===== src/rtl/pc_irq_ctrl_pkg.sv =====
// Shared CPU fetch-stage constants: PC width, reset/ROM/vector defaults and IRQ id width.
package cpu_pkg;
    localparam int             ADDR_W_DEF   = 27;
    localparam logic [26:0]    PC_START_DEF = 27'h0;
    localparam logic [26:0]    ROM_BASE_DEF = 27'hC02522;
    localparam logic [26:0]    VEC_BASE_DEF = 27'h1;
    // Wide enough to index up to 32 sources.
    localparam int             IRQ_ID_W     = 5;
endpackage


===== src/rtl/pc_irq_ctrl_if.sv =====
// Fetch-stage bus between the core and the PC / interrupt controller.
interface pc_irq_ctrl_if #(
    parameter int ADDR_W  = 27,
    parameter int NUM_IRQ = 8,
    parameter int ID_W    = 8
);
    logic                write_back;
    logic                jump;
    logic                offset;
    logic [ADDR_W-1:0]   jump_addr;
    logic                reti;
    logic [NUM_IRQ-1:0]  irq;
    logic [NUM_IRQ-1:0]  irq_mask;
    logic [NUM_IRQ-1:0]  pend_clr;
    logic [ADDR_W-1:0]   pc_out;
    logic [ID_W-1:0]     int_id;
    logic                int_active;
    logic [NUM_IRQ-1:0]  pending;

    modport master (
        output write_back, jump, offset, jump_addr, reti, irq, irq_mask, pend_clr,
        input  pc_out, int_id, int_active, pending
    );

    modport slave (
        input  write_back, jump, offset, jump_addr, reti, irq, irq_mask, pend_clr,
        output pc_out, int_id, int_active, pending
    );
endinterface


===== src/rtl/pc_irq_ctrl_irq_edge_latch.sv =====
// Per-source rising-edge detector with a pending flag; a new edge beats clear/take.
module irq_edge_latch (
    input  logic clk,
    input  logic reset,
    input  logic irq,
    input  logic pend_clr,
    input  logic take,
    output logic pending
);
    logic irq_prev;

    always_ff @(posedge clk) begin
        if (reset) begin
            irq_prev <= 1'b0;
            pending  <= 1'b0;
        end else begin
            irq_prev <= irq;
            if (irq && !irq_prev)
                pending <= 1'b1;
            else if (pend_clr || take)
                pending <= 1'b0;
        end
    end
endmodule


===== src/rtl/pc_irq_ctrl.sv =====
// Program counter with edge-latched, masked, fixed-priority vectored interrupts and reti.
module pc_irq_ctrl
    import cpu_pkg::*;
#(
    parameter int                ADDR_W   = ADDR_W_DEF,
    parameter int                NUM_IRQ  = 8,
    parameter logic [ADDR_W-1:0] PC_START = ADDR_W'(PC_START_DEF),
    parameter logic [ADDR_W-1:0] ROM_BASE = ADDR_W'(ROM_BASE_DEF),
    parameter logic [ADDR_W-1:0] VEC_BASE = ADDR_W'(VEC_BASE_DEF),
    parameter int                ID_W     = 8
) (
    input  logic          clk,
    input  logic          reset,
    pc_irq_ctrl_if.slave  bus
);
    logic                wb_prev;
    logic                advance;
    logic [ADDR_W-1:0]   saved_pc;
    logic [ADDR_W-1:0]   np;
    logic [NUM_IRQ-1:0]  eligible;
    logic [NUM_IRQ-1:0]  take;
    logic                found;
    logic [IRQ_ID_W-1:0] sel;
    logic                take_en;

    assign advance  = bus.write_back && !wb_prev;
    assign eligible = bus.pending & bus.irq_mask;

    always_comb begin
        np = bus.pc_out + ADDR_W'(1);
        if (bus.jump)
            np = bus.offset ? (bus.pc_out + bus.jump_addr) : bus.jump_addr;
    end

    // Lowest index wins.
    always_comb begin
        found = 1'b0;
        sel   = '0;
        for (int i = 0; i < NUM_IRQ; i++) begin
            if (!found && eligible[i]) begin
                found = 1'b1;
                sel   = IRQ_ID_W'(i);
            end
        end
    end

    assign take_en = advance && !bus.reti && !bus.int_active
                     && (bus.pc_out < ROM_BASE) && found;

    always_comb begin
        take = '0;
        for (int i = 0; i < NUM_IRQ; i++)
            take[i] = take_en && (sel == IRQ_ID_W'(i));
    end

    for (genvar g = 0; g < NUM_IRQ; g++) begin : g_src
        irq_edge_latch u_latch (
            .clk      (clk),
            .reset    (reset),
            .irq      (bus.irq[g]),
            .pend_clr (bus.pend_clr[g]),
            .take     (take[g]),
            .pending  (bus.pending[g])
        );
    end

    always_ff @(posedge clk) begin
        if (reset) begin
            wb_prev        <= 1'b0;
            bus.pc_out     <= PC_START;
            bus.int_id     <= '0;
            bus.int_active <= 1'b0;
            saved_pc       <= '0;
        end else begin
            wb_prev <= bus.write_back;
            if (advance) begin
                if (bus.reti) begin
                    bus.pc_out     <= saved_pc;
                    bus.int_active <= 1'b0;
                end else if (take_en) begin
                    saved_pc       <= np;
                    bus.pc_out     <= VEC_BASE + ADDR_W'(sel);
                    bus.int_id     <= ID_W'(sel);
                    bus.int_active <= 1'b1;
                end else begin
                    bus.pc_out <= np;
                end
            end
        end
    end
endmodule


===== src/flat_wrapper.sv =====
// flat-port wrapper written by rule: the top's interface ports become plain ports
module pc_irq_ctrl_flat import cpu_pkg::*;
#(
    parameter int                ADDR_W   = ADDR_W_DEF,
    parameter int                NUM_IRQ  = 8,
    parameter logic [ADDR_W-1:0] PC_START = ADDR_W'(PC_START_DEF),
    parameter logic [ADDR_W-1:0] ROM_BASE = ADDR_W'(ROM_BASE_DEF),
    parameter logic [ADDR_W-1:0] VEC_BASE = ADDR_W'(VEC_BASE_DEF),
    parameter int                ID_W     = 8
)
  (clk, reset, bus_write_back, bus_jump, bus_offset, bus_jump_addr, bus_reti, bus_irq, bus_irq_mask, bus_pend_clr, bus_pc_out, bus_int_id, bus_int_active, bus_pending);
  pc_irq_ctrl_if #(.ADDR_W(ADDR_W), .NUM_IRQ(NUM_IRQ), .ID_W(ID_W)) bus_i ();
  input  logic clk;
  input  logic reset;
  input wire logic [$bits(bus_i.write_back)-1:0] bus_write_back;
  input wire logic [$bits(bus_i.jump)-1:0] bus_jump;
  input wire logic [$bits(bus_i.offset)-1:0] bus_offset;
  input wire logic [$bits(bus_i.jump_addr)-1:0] bus_jump_addr;
  input wire logic [$bits(bus_i.reti)-1:0] bus_reti;
  input wire logic [$bits(bus_i.irq)-1:0] bus_irq;
  input wire logic [$bits(bus_i.irq_mask)-1:0] bus_irq_mask;
  input wire logic [$bits(bus_i.pend_clr)-1:0] bus_pend_clr;
  output wire logic [$bits(bus_i.pc_out)-1:0] bus_pc_out;
  output wire logic [$bits(bus_i.int_id)-1:0] bus_int_id;
  output wire logic [$bits(bus_i.int_active)-1:0] bus_int_active;
  output wire logic [$bits(bus_i.pending)-1:0] bus_pending;
  assign bus_i.write_back = bus_write_back;
  assign bus_i.jump = bus_jump;
  assign bus_i.offset = bus_offset;
  assign bus_i.jump_addr = bus_jump_addr;
  assign bus_i.reti = bus_reti;
  assign bus_i.irq = bus_irq;
  assign bus_i.irq_mask = bus_irq_mask;
  assign bus_i.pend_clr = bus_pend_clr;
  assign bus_pc_out = bus_i.pc_out;
  assign bus_int_id = bus_i.int_id;
  assign bus_int_active = bus_i.int_active;
  assign bus_pending = bus_i.pending;
  pc_irq_ctrl #(.ADDR_W(ADDR_W), .NUM_IRQ(NUM_IRQ), .PC_START(PC_START), .ROM_BASE(ROM_BASE), .VEC_BASE(VEC_BASE), .ID_W(ID_W)) u_core (.clk(clk), .reset(reset), .bus(bus_i));
endmodule

===== config.mk =====
export PLATFORM = sky130hd
export DESIGN_NAME = pc_irq_ctrl_flat
export DESIGN_NICKNAME = d
export VERILOG_FILES = /design/src/rtl/pc_irq_ctrl_pkg.sv /design/src/rtl/pc_irq_ctrl_if.sv /design/src/rtl/pc_irq_ctrl_irq_edge_latch.sv /design/src/rtl/pc_irq_ctrl.sv /design/src/flat_wrapper.sv
export SDC_FILE = /design/constraint.sdc
export NUM_CORES = 1
export LEC_CHECK = 0
export CAP_MARGIN = 20
export CORE_MARGIN = 3
export CORE_UTILIZATION = 40
export CTS_BUF_LIST = sky130_fd_sc_hd__clkbuf_2 sky130_fd_sc_hd__clkbuf_4 sky130_fd_sc_hd__clkbuf_8
export CTS_CLUSTER_SIZE = 12
export DETAILED_ROUTE_END_ITERATION = 8
export SYNTH_ARGS = -nofsm -noshare
export SYNTH_HDL_FRONTEND = slang
export SYNTH_SLANG_ARGS = --single-unit

===== constraint.sdc =====
create_clock -name clk -period 3.55 [get_ports clk]
set_input_delay 0.71 -clock clk [delete_from_list [all_inputs] [get_ports clk]]
set_output_delay 0.71 -clock clk [all_outputs]
set_load 0.01 [all_outputs]

### Word-level counts from Yosys, hierarchy flattened

Index checks and enable logic that the tools add are counted.

| word-level totals | value |
|---|---|
| bits in registers | 77 |
| bits in latches | 0 |
| memory bits (writable) | 0 |
| memory bits (read-only) | 0 |
| input bits | 57 |
| word-level logic and storage cells | 137 |
| memories | 0 |

| cells by class | value |
|---|---|
| add/sub/neg operators | 3 |
| multipliers | 0 |
| div/mod/pow operators | 0 |
| order comparisons | 1 |
| equal/unequal tests | 7 |
| shifts and indexed selects | 0 |
| muxes and demuxes | 37 |
| bitwise gates (word level) | 2 |
| reduce and logical (&&, ||, !) cells | 66 |

Operator list:

| operator | number |
|---|---|
| 27-bit 2-to-1 mux | 4 |
| 1-bit logical AND | 28 |
| 27-bit by 1-bit adder with 27-bit output (second input constant) | 1 |
| 27-bit adder | 1 |
| 27-bit by 24-bit less-than comparator with 1-bit output (second input constant) | 1 |
| 1-bit 2-to-1 mux | 27 |
| 1-bit zero test | 18 |
| 2-bit nonzero test | 9 |
| 3-bit == test (second input constant) | 4 |
| 3-bit 2-to-1 mux | 4 |
| 8-bit AND | 1 |
| 1-bit logical OR | 8 |
| 3-bit by 2-bit == test with 1-bit output (second input constant) | 2 |
| 5-bit zero test | 1 |
| 1-bit by 3-bit adder with 4-bit output (first input constant) | 1 |
| 2-bit 2-to-1 mux | 2 |
| 3-bit by 1-bit == test with 1-bit output (second input constant) | 1 |
| 3-bit AND reduction | 1 |
| 2-bit AND reduction | 1 |
| 1-bit inverter | 1 |

### Depth between registers and ports, before layout

Gate-level depths: netlist of the first run.

| depth | value |
|---|---|
| depth after elaboration | 28 |
| depth in mapped cells | 12 |
| depth with buffers taken out | 12 |

### Hierarchy

From an unflattened synthesis of the first run, not the netlist that was laid out.

| second synthesis, totals | value |
|---|---|
| cell total of the unflattened synthesis | 759 |
| area, all modules | 5718.0 µm² |

Modules (own cells, without submodules):

| module | instances | cells an instance | area an instance (µm²) | seq. area each (µm²) |
|---|---|---|---|---|
| pc_irq_ctrl | 1 | 711 | 5187.5 | 1181.1 |
| irq_edge_latch | 8 | 6 | 66.3 | 40.0 |

### Worst setup path before layout of the first run

Ideal clock, no wire load.

| timing path | value |
|---|---|
| path type | input port to flip-flop |
| start | input bus_jump_addr[8] |
| end | register u_core.bus.pc_out[19] |
| arrival time | 2900 ps |
| data required time | 3464 ps |
| slack | 564 ps |
| cell stages on the path | 11 |
| path buffers | 1 |
| cell sequence | ha_1 buf_6 a21o_1 a221o_1 a22o_1 o311ai_4 o21bai_1 xnor2_1 o21ai_0 o211ai_1 a211oi_1 |

| between the ends | value |
|---|---|
| longest elaborated chain between the ends | 5 |

RTL lines:

| item | line | source |
|---|---|---|
| from (decl) | flat_wrapper.sv:18 | `input wire logic [$bits(bus_i.jump_addr)-1:0] bus_jump_addr;` |
| 27-bit adder | pc_irq_ctrl.sv:32 | `np = bus.offset ? (bus.pc_out + bus.jump_addr) : bus.jump_addr;` |
| 27-bit 2-to-1 mux | pc_irq_ctrl.sv:32 |  |
| 27-bit 2-to-1 mux | pc_irq_ctrl.sv:31 | `if (bus.jump)` |
| 27-bit 2-to-1 mux | pc_irq_ctrl.sv:80 | `end else if (take_en) begin` |
| 27-bit 2-to-1 mux | pc_irq_ctrl.sv:77 | `if (bus.reti) begin` |
| to (signal assigned) | pc_irq_ctrl.sv:78 | `bus.pc_out <= saved_pc;` |
| to (signal assigned) | pc_irq_ctrl.sv:82 | `bus.pc_out <= VEC_BASE + ADDR_W'(sel);` |
| to (signal assigned) | pc_irq_ctrl.sv:86 | `bus.pc_out <= np;` |
| to (decl) | pc_irq_ctrl_if.sv:27 | `output pc_out, int_id, int_active, pending` |

Every way passes these cells.
A chain may end at the register's enable or synchronous reset.

### Worst setup path in the final report of the first run

| timing path | value |
|---|---|
| start | input bus_jump_addr[7] |
| end | register u_core.bus.pc_out[14] |

Same word-level chain as after synthesis.

==> results of run 1 <==
==> what timing repair did <==
item,CTS,global route
resized for setup,0,2
setup buffers,0,0
setup endpoints to repair,0,2
==> metal layers <==
metal | track usage [%] | vias up | wire length [µm]
met2 | 36.69 | 195 | 7959
met3 | 3.542 | 28 | 1160
met1 | 31.35 | 2725 | 7927
li1 | - | 2823 | -
met5 | 0 | - | 0
met4 | 9.172 | 0 | 372
==> cell type report <==
cell class                      count  area [µm²]
Multi-Input combinational cell    574        3747
Sequential cell                    75        1501
Tap cell                          176       220.2
Fill cell                        1334        6419
Timing Repair Buffer              139        1271
Clock inverter                      6       47.55
Clock buffer                       10       137.6
Inverter                           29       108.9
==> cells in the final DEF (no fill, tap or decap), types with 12 or more instances in the layout <==
| cell type | count |
|---|---|
| xor2_1 | 19 |
| ha_1 | 31 |
| nand3_1 | 20 |
| mux2i_1 | 26 |
| inv_1 | 29 |
| xnor2_1 | 22 |
| dfxtp_1 | 75 |
| a221oi_1 | 14 |
| o21ai_0 | 27 |
| o211ai_1 | 12 |
| buf_4 | 44 |
| a21oi_1 | 52 |
| clkdlybuf4s50_1 | 93 |
| nand2_1 | 63 |
| nor2_1 | 94 |
| nor3_1 | 29 |
==> kinds of logic (layout without fill, tap and decap cells) <==
kind of cell	after synthesis	after routing	share of synthesized area (%)
xor+xnor	41	41	6.439
other cells	1	5	0.06725
buf+inv	80	184	6.506
simple gates	267	267	22.26
fa+ha+maj	32	32	7.314
mux	28	28	5.071
compound gates	201	201	25.42
flops	75	75	26.92
==> power groups by stage <==
stage               clock network [µW]  logic, µW  registers (µW)
finish                             660        792             954
global placement                     0        768             971
global route                       692        875             963
floorplan                            0        482             969
CTS                                666        788             953
detailed placement                   0        780             972
==> registers in the layout, indices dropped and copies added, names as in the netlist <==
| name | flops |
|---|---|
| u_core.bus.int_active | 1 |
| u_core.bus.int_id | 3 |
| u_core.bus.pc_out | 27 |
| u_core.g_src.u_latch.irq_prev | 8 |
| u_core.g_src.u_latch.pending | 8 |
| u_core.saved_pc | 27 |
| u_core.wb_prev | 1 |
==> through the flow <==
step           std cells  worst slack (ns)
3_5_place_dp         993           -0.1368
6_report            1009            0.1951
2_1_floorplan        729            0.5643
5_1_grt             1009           0.04590
4_1_cts             1009            0.2414
3_3_place_gp         993          -0.05107
==> worst max-delay path, cell delays in order <==
cell and delay (ns):
clkdlybuf4s50_1 0.50, ha_1 0.25, a21oi_1 0.21, nor2_1 0.08
o31a_1 0.31, nor3_1 0.47, o21ai_0 0.21, or3_1 0.34
a41oi_1 0.27, a221oi_1 0.12, nor3_1 0.18
==> final timing paths <==
kind	startpoint	to	slack (ns)
setup / recovery	bus_jump_addr[7]	u_core.bus.pc_out[14]	0.20
hold / removal	u_core.g_src[0].u_latch.irq_prev	u_core.g_src[0].u_latch.pending	0.43
setup reg to reg	u_core.bus.pc_out[7]	u_core.bus.pc_out[14]	0.48
hold reg to reg	u_core.g_src[0].u_latch.irq_prev	u_core.g_src[0].u_latch.pending	0.43
==> out/results.txt, run 1 <==
Tcrit/Tclk final = 94.50%
Starting Density = 41.45%
total track usage = 23.08%
grt ovf = 0
TritonCTS buffer count = 9
clock slew at reported path FFs = 0.09 ns
RSZ-0062 raised after global routing = no
HP Class = reg2reg
post-synthesis cell area = 5577 µm²
Seq pwr share = 39.7%
Int Pwr = 1548 µW
largest fanout on the critical path = 3
drt pass-1 iters = 5
Slew @ Worst Pin = 0.6453 ns
ys async rst share = 0%
cts hold-fix bufs = 0
most frequent cell after synthesis = nor2_1
fin util = 52.29%
Combinational Power Share = 32.9%
Finished Cell Area = 7034 µm²
switch share = 35.64%
Design Power = 2405 µW
fraction of layout cells with a size suffix above 1 = 9.004%
WHS = 0.4303 ns
routability cong. = 0.9103
CTS root buf = clkbuf_8
Crit Path Class = in2reg
Critical Path Start Type = primary input
diode count = 0
Crit path required time = 3.85 ns
Clk pwr share = 27.4%
CTS tree = built
Die Y = 124.1 µm
Worst-Skew Late Latency = 0.38 ns
most instantiated cells after synthesis = nor2_1 (94), dfxtp_1 (75), nand2_1 (63)
DP HPWL = 12.77 mm
Buffers on Ports = 95
Min Clock Period, post-route = 3.355 ns
pin count of the biggest net entering global routing = 34
routed via count = 5,771
# Max-Cap Violations = 0
first-pass GRT wire length = 28.30 mm
chip width = 124.1 µm
largest cells by area after synthesis = dfxtp_1 (27%), ha_1 (7.0%), nor2_1 (6.3%)
Final setup viols = 0
Hold Crit Depth = 1
largest area contributor in the netlist = dfxtp_1
EDFF count, synth = 0
f_max = 298.1 MHz
core box area = 13,450 µm²
Slew HR = 56.98%
nets = 917
Routed WL = 17.42 mm
gate count of the mapped netlist = 725
Worst Reg-to-Reg Cells = 10
Final ANT Viol Nets = 0
Synth Register Bits = 75
Pwr Density = 342.0 nW/µm²
P_sw = 857.3 µW
Area Overhead vs Synth = 26.14%
Critical Path End Type = flip-flop
H-tree levels = 3
vias in the first global route = 5,661
Clock Skews = 0.01523 ns
Mean Syn Cell Area = 7.692 µm²
sequential share of the synthesized area = 26.92%
leak pwr = 0.002834 µW
wire length per cell = 17.26 µm
number of synthesis warnings = 0
worst vdd ir = 185.0 µV
Data arrival, critical path = 3.66 ns
status = finished, final reports clean
standard-cell rows = 42
final setup TNS = 0 ns
Synth top area share = 26.92%
Hold Fails Final Rpt = 0
Post-synth top flop = dfxtp_1
die area = 15,390 µm²
I/O pins = 101
initial DRC count = 360
CTS Buffer Depth = 2
Vias/cell = 5.720
DRC violations left = 0
initial antenna violation count = 0
CTS Sinks = 75
Synth cell types = 71
pins over their slew limit = 0
post-place instance area = 6838 µm²
Note: power is estimated with default switching activity, not from simulation.
==> run 2, diff against run 1 <==
CTS_CLUSTER_DIAMETER = 200   (was default)
GPL_TIMING_DRIVEN = 0   (was default)
==> out/results.txt, run 2 (synthesis results as in run 1) <==
CP Launch Point = bus_jump_addr[8]
pin count of the biggest net entering global routing = 14
Final setup viols = 0
Critical R2R Launch = u_core.bus.pc_out[7]
initial DRC count = 406
CTS Buffer Depth = 2
Buffers on Ports = 93
core box area = 13,450 µm²
post-place instance area = 6743 µm²
largest fanout on the critical path = 10
commonest non-fill, non-tap cell in the layout = nor2_1
Area Overhead vs Synth = 25.20%
routed via count = 5,882
crit-path cells = clkdlybuf4s50_1 > ha_1 > buf_6 > a21o_1 > a221o_1 > a22o_1 > o311ai_4 > o221ai_2 > xnor2_2 > a21oi_1 > a221oi_2 > nor3_1
fin util = 51.90%
Hold Fails Final Rpt = 0
Filler Cells Inserted = 1,379
chip width = 124.1 µm
DRC violations left = 0
crit path buf inv count = 2
delay-heaviest family, CP = compound AO/OA/AOI/OAI gates
Starting Density = 41.45%
H-tree levels = 3
top flop regs = u_core.bus.pc_out: 27 flops, u_core.saved_pc: 27 flops
CP max stage delay = 0.49 ns
DP HPWL = 14.64 mm
worst vdd ir = 197.0 µV
Vias/cell = 5.801
drt pass-1 iters = 5
initial antenna violation count = 0
clock slew at reported path FFs = 0.08 ns
Finished Cell Area = 6982 µm²
diode count = 0
fin worst setup slack = 0.1477 ns
CTS root buf = clkbuf_8
Clock Skews = 0.01393 ns
Slew HR = 44.84%
f_max = 293.9 MHz
routability cong. = 0.9623
# Max-Cap Violations = 0
Pwr Density = 350.1 nW/µm²
most frequent cells in the layout = nor2_1 (94), clkdlybuf4s50_1 (93), dfxtp_1 (75), nand2_1 (63), a21oi_1 (51)
final setup TNS = 0 ns
Tcrit/Tclk final = 95.84%
Routed WL = 19.72 mm
cts hold-fix bufs = 0
leak pwr = 0.002753 µW
pins over their slew limit = 0
Min Clock Period, post-route = 3.402 ns
status = finished, final reports clean
grt ovf = 0
RSZ-0062 raised after global routing = no
Placed Cells = 998
CTS Sinks = 75
Post-Layout Cell Count = 1,014
hold path startpoint = u_core.g_src[0].u_latch.irq_prev
Crit path required time = 3.78 ns
Slowest-stage cell, CP = clkdlybuf4s50_1
first-pass GRT wire length = 29.88 mm
CTS tree = built
Die Y = 124.1 µm
Worst-Skew Late Latency = 0.38 ns
Critical Path End Type = flip-flop
Final ANT Viol Nets = 0
I/O pins = 101
HP Class = reg2reg
Critical Path Start Type = primary input
standard-cell rows = 42
wire length per cell = 19.44 µm
die area = 15,390 µm²
fraction of layout cells with a size suffix above 1 = 5.847%
Setup Buffers After CTS = 0
Crit Path Class = in2reg
total track usage = 25.30%
Data arrival, critical path = 3.63 ns
DP Worst Slack = -0.5846 ns
nets = 922
vias in the first global route = 5,549
Slew @ Worst Pin = 0.8274 ns
TritonCTS buffer count = 9
==> run 2: path summary, 6_finish.rpt <==
check	depth (start not counted)	to	slack, ns
worst max register to register	10	u_core.bus.pc_out[22]	0.42
worst max-delay path	12	u_core.bus.pc_out[21]	0.15
worst min-delay path	1	u_core.g_src[0].u_latch.pending	0.44
worst min register to register	1	u_core.g_src[0].u_latch.pending	0.44
==> run 2: what timing repair did <==
| item | 4_1_cts | 5_1_grt |
|---|---|---|
| pin swaps | 0 | 2 |
| hold endpoints to repair | 0 | 0 |
| resized for setup | 1 | 6 |
| setup endpoints to repair | 5 | 10 |
==> run 2: final cells by class <==
cell class | count | area, µm² | area share, %
Multi-Input combinational cell | 574 | 3764 | 53.91
Tap cell | 176 | 220.2 | 3.154
Buffer | 51 | 254.0 | 3.638
Inverter | 29 | 108.9 | 1.559
Clock inverter | 6 | 65.06 | 0.9319
Sequential cell | 75 | 1501 | 21.51
Clock buffer | 10 | 137.6 | 1.971
Timing Repair Buffer | 93 | 930.9 | 13.33
==> run 2: metrics by stage <==
stage	hold slack, ns	power [µW]
global route	0.4520	2556
global placement	0.4038	1731
finish	0.4370	2444
CTS	0.4338	2425
floorplan	0.3992	1451
detailed placement	0.4137	1743
==> run 2: power breakdown <==
part,switching [µW],internal (µW),leakage (µW)
Sequential,70.9,891,0.000615
Clock,355,344,0.000102
Combinational,429,354,0.00204
Total,855,1590,0.00275
==> run 2: metal layers <==
metal  GRT usage, %  vias up  wire (µm)
met3          4.223       32       1625
met5              0        -          0
li1               -     2834          -
met1          35.02     2749       8763
met2          40.37      267       9045
met4          7.666        0        280
==> run 3, diff against run 2 <==
HOLD_SLACK_MARGIN = 0.15   (was default)
==> results of run 3 <==
Same layout as run 2: the final DEF is identical, and so are final timing and power.
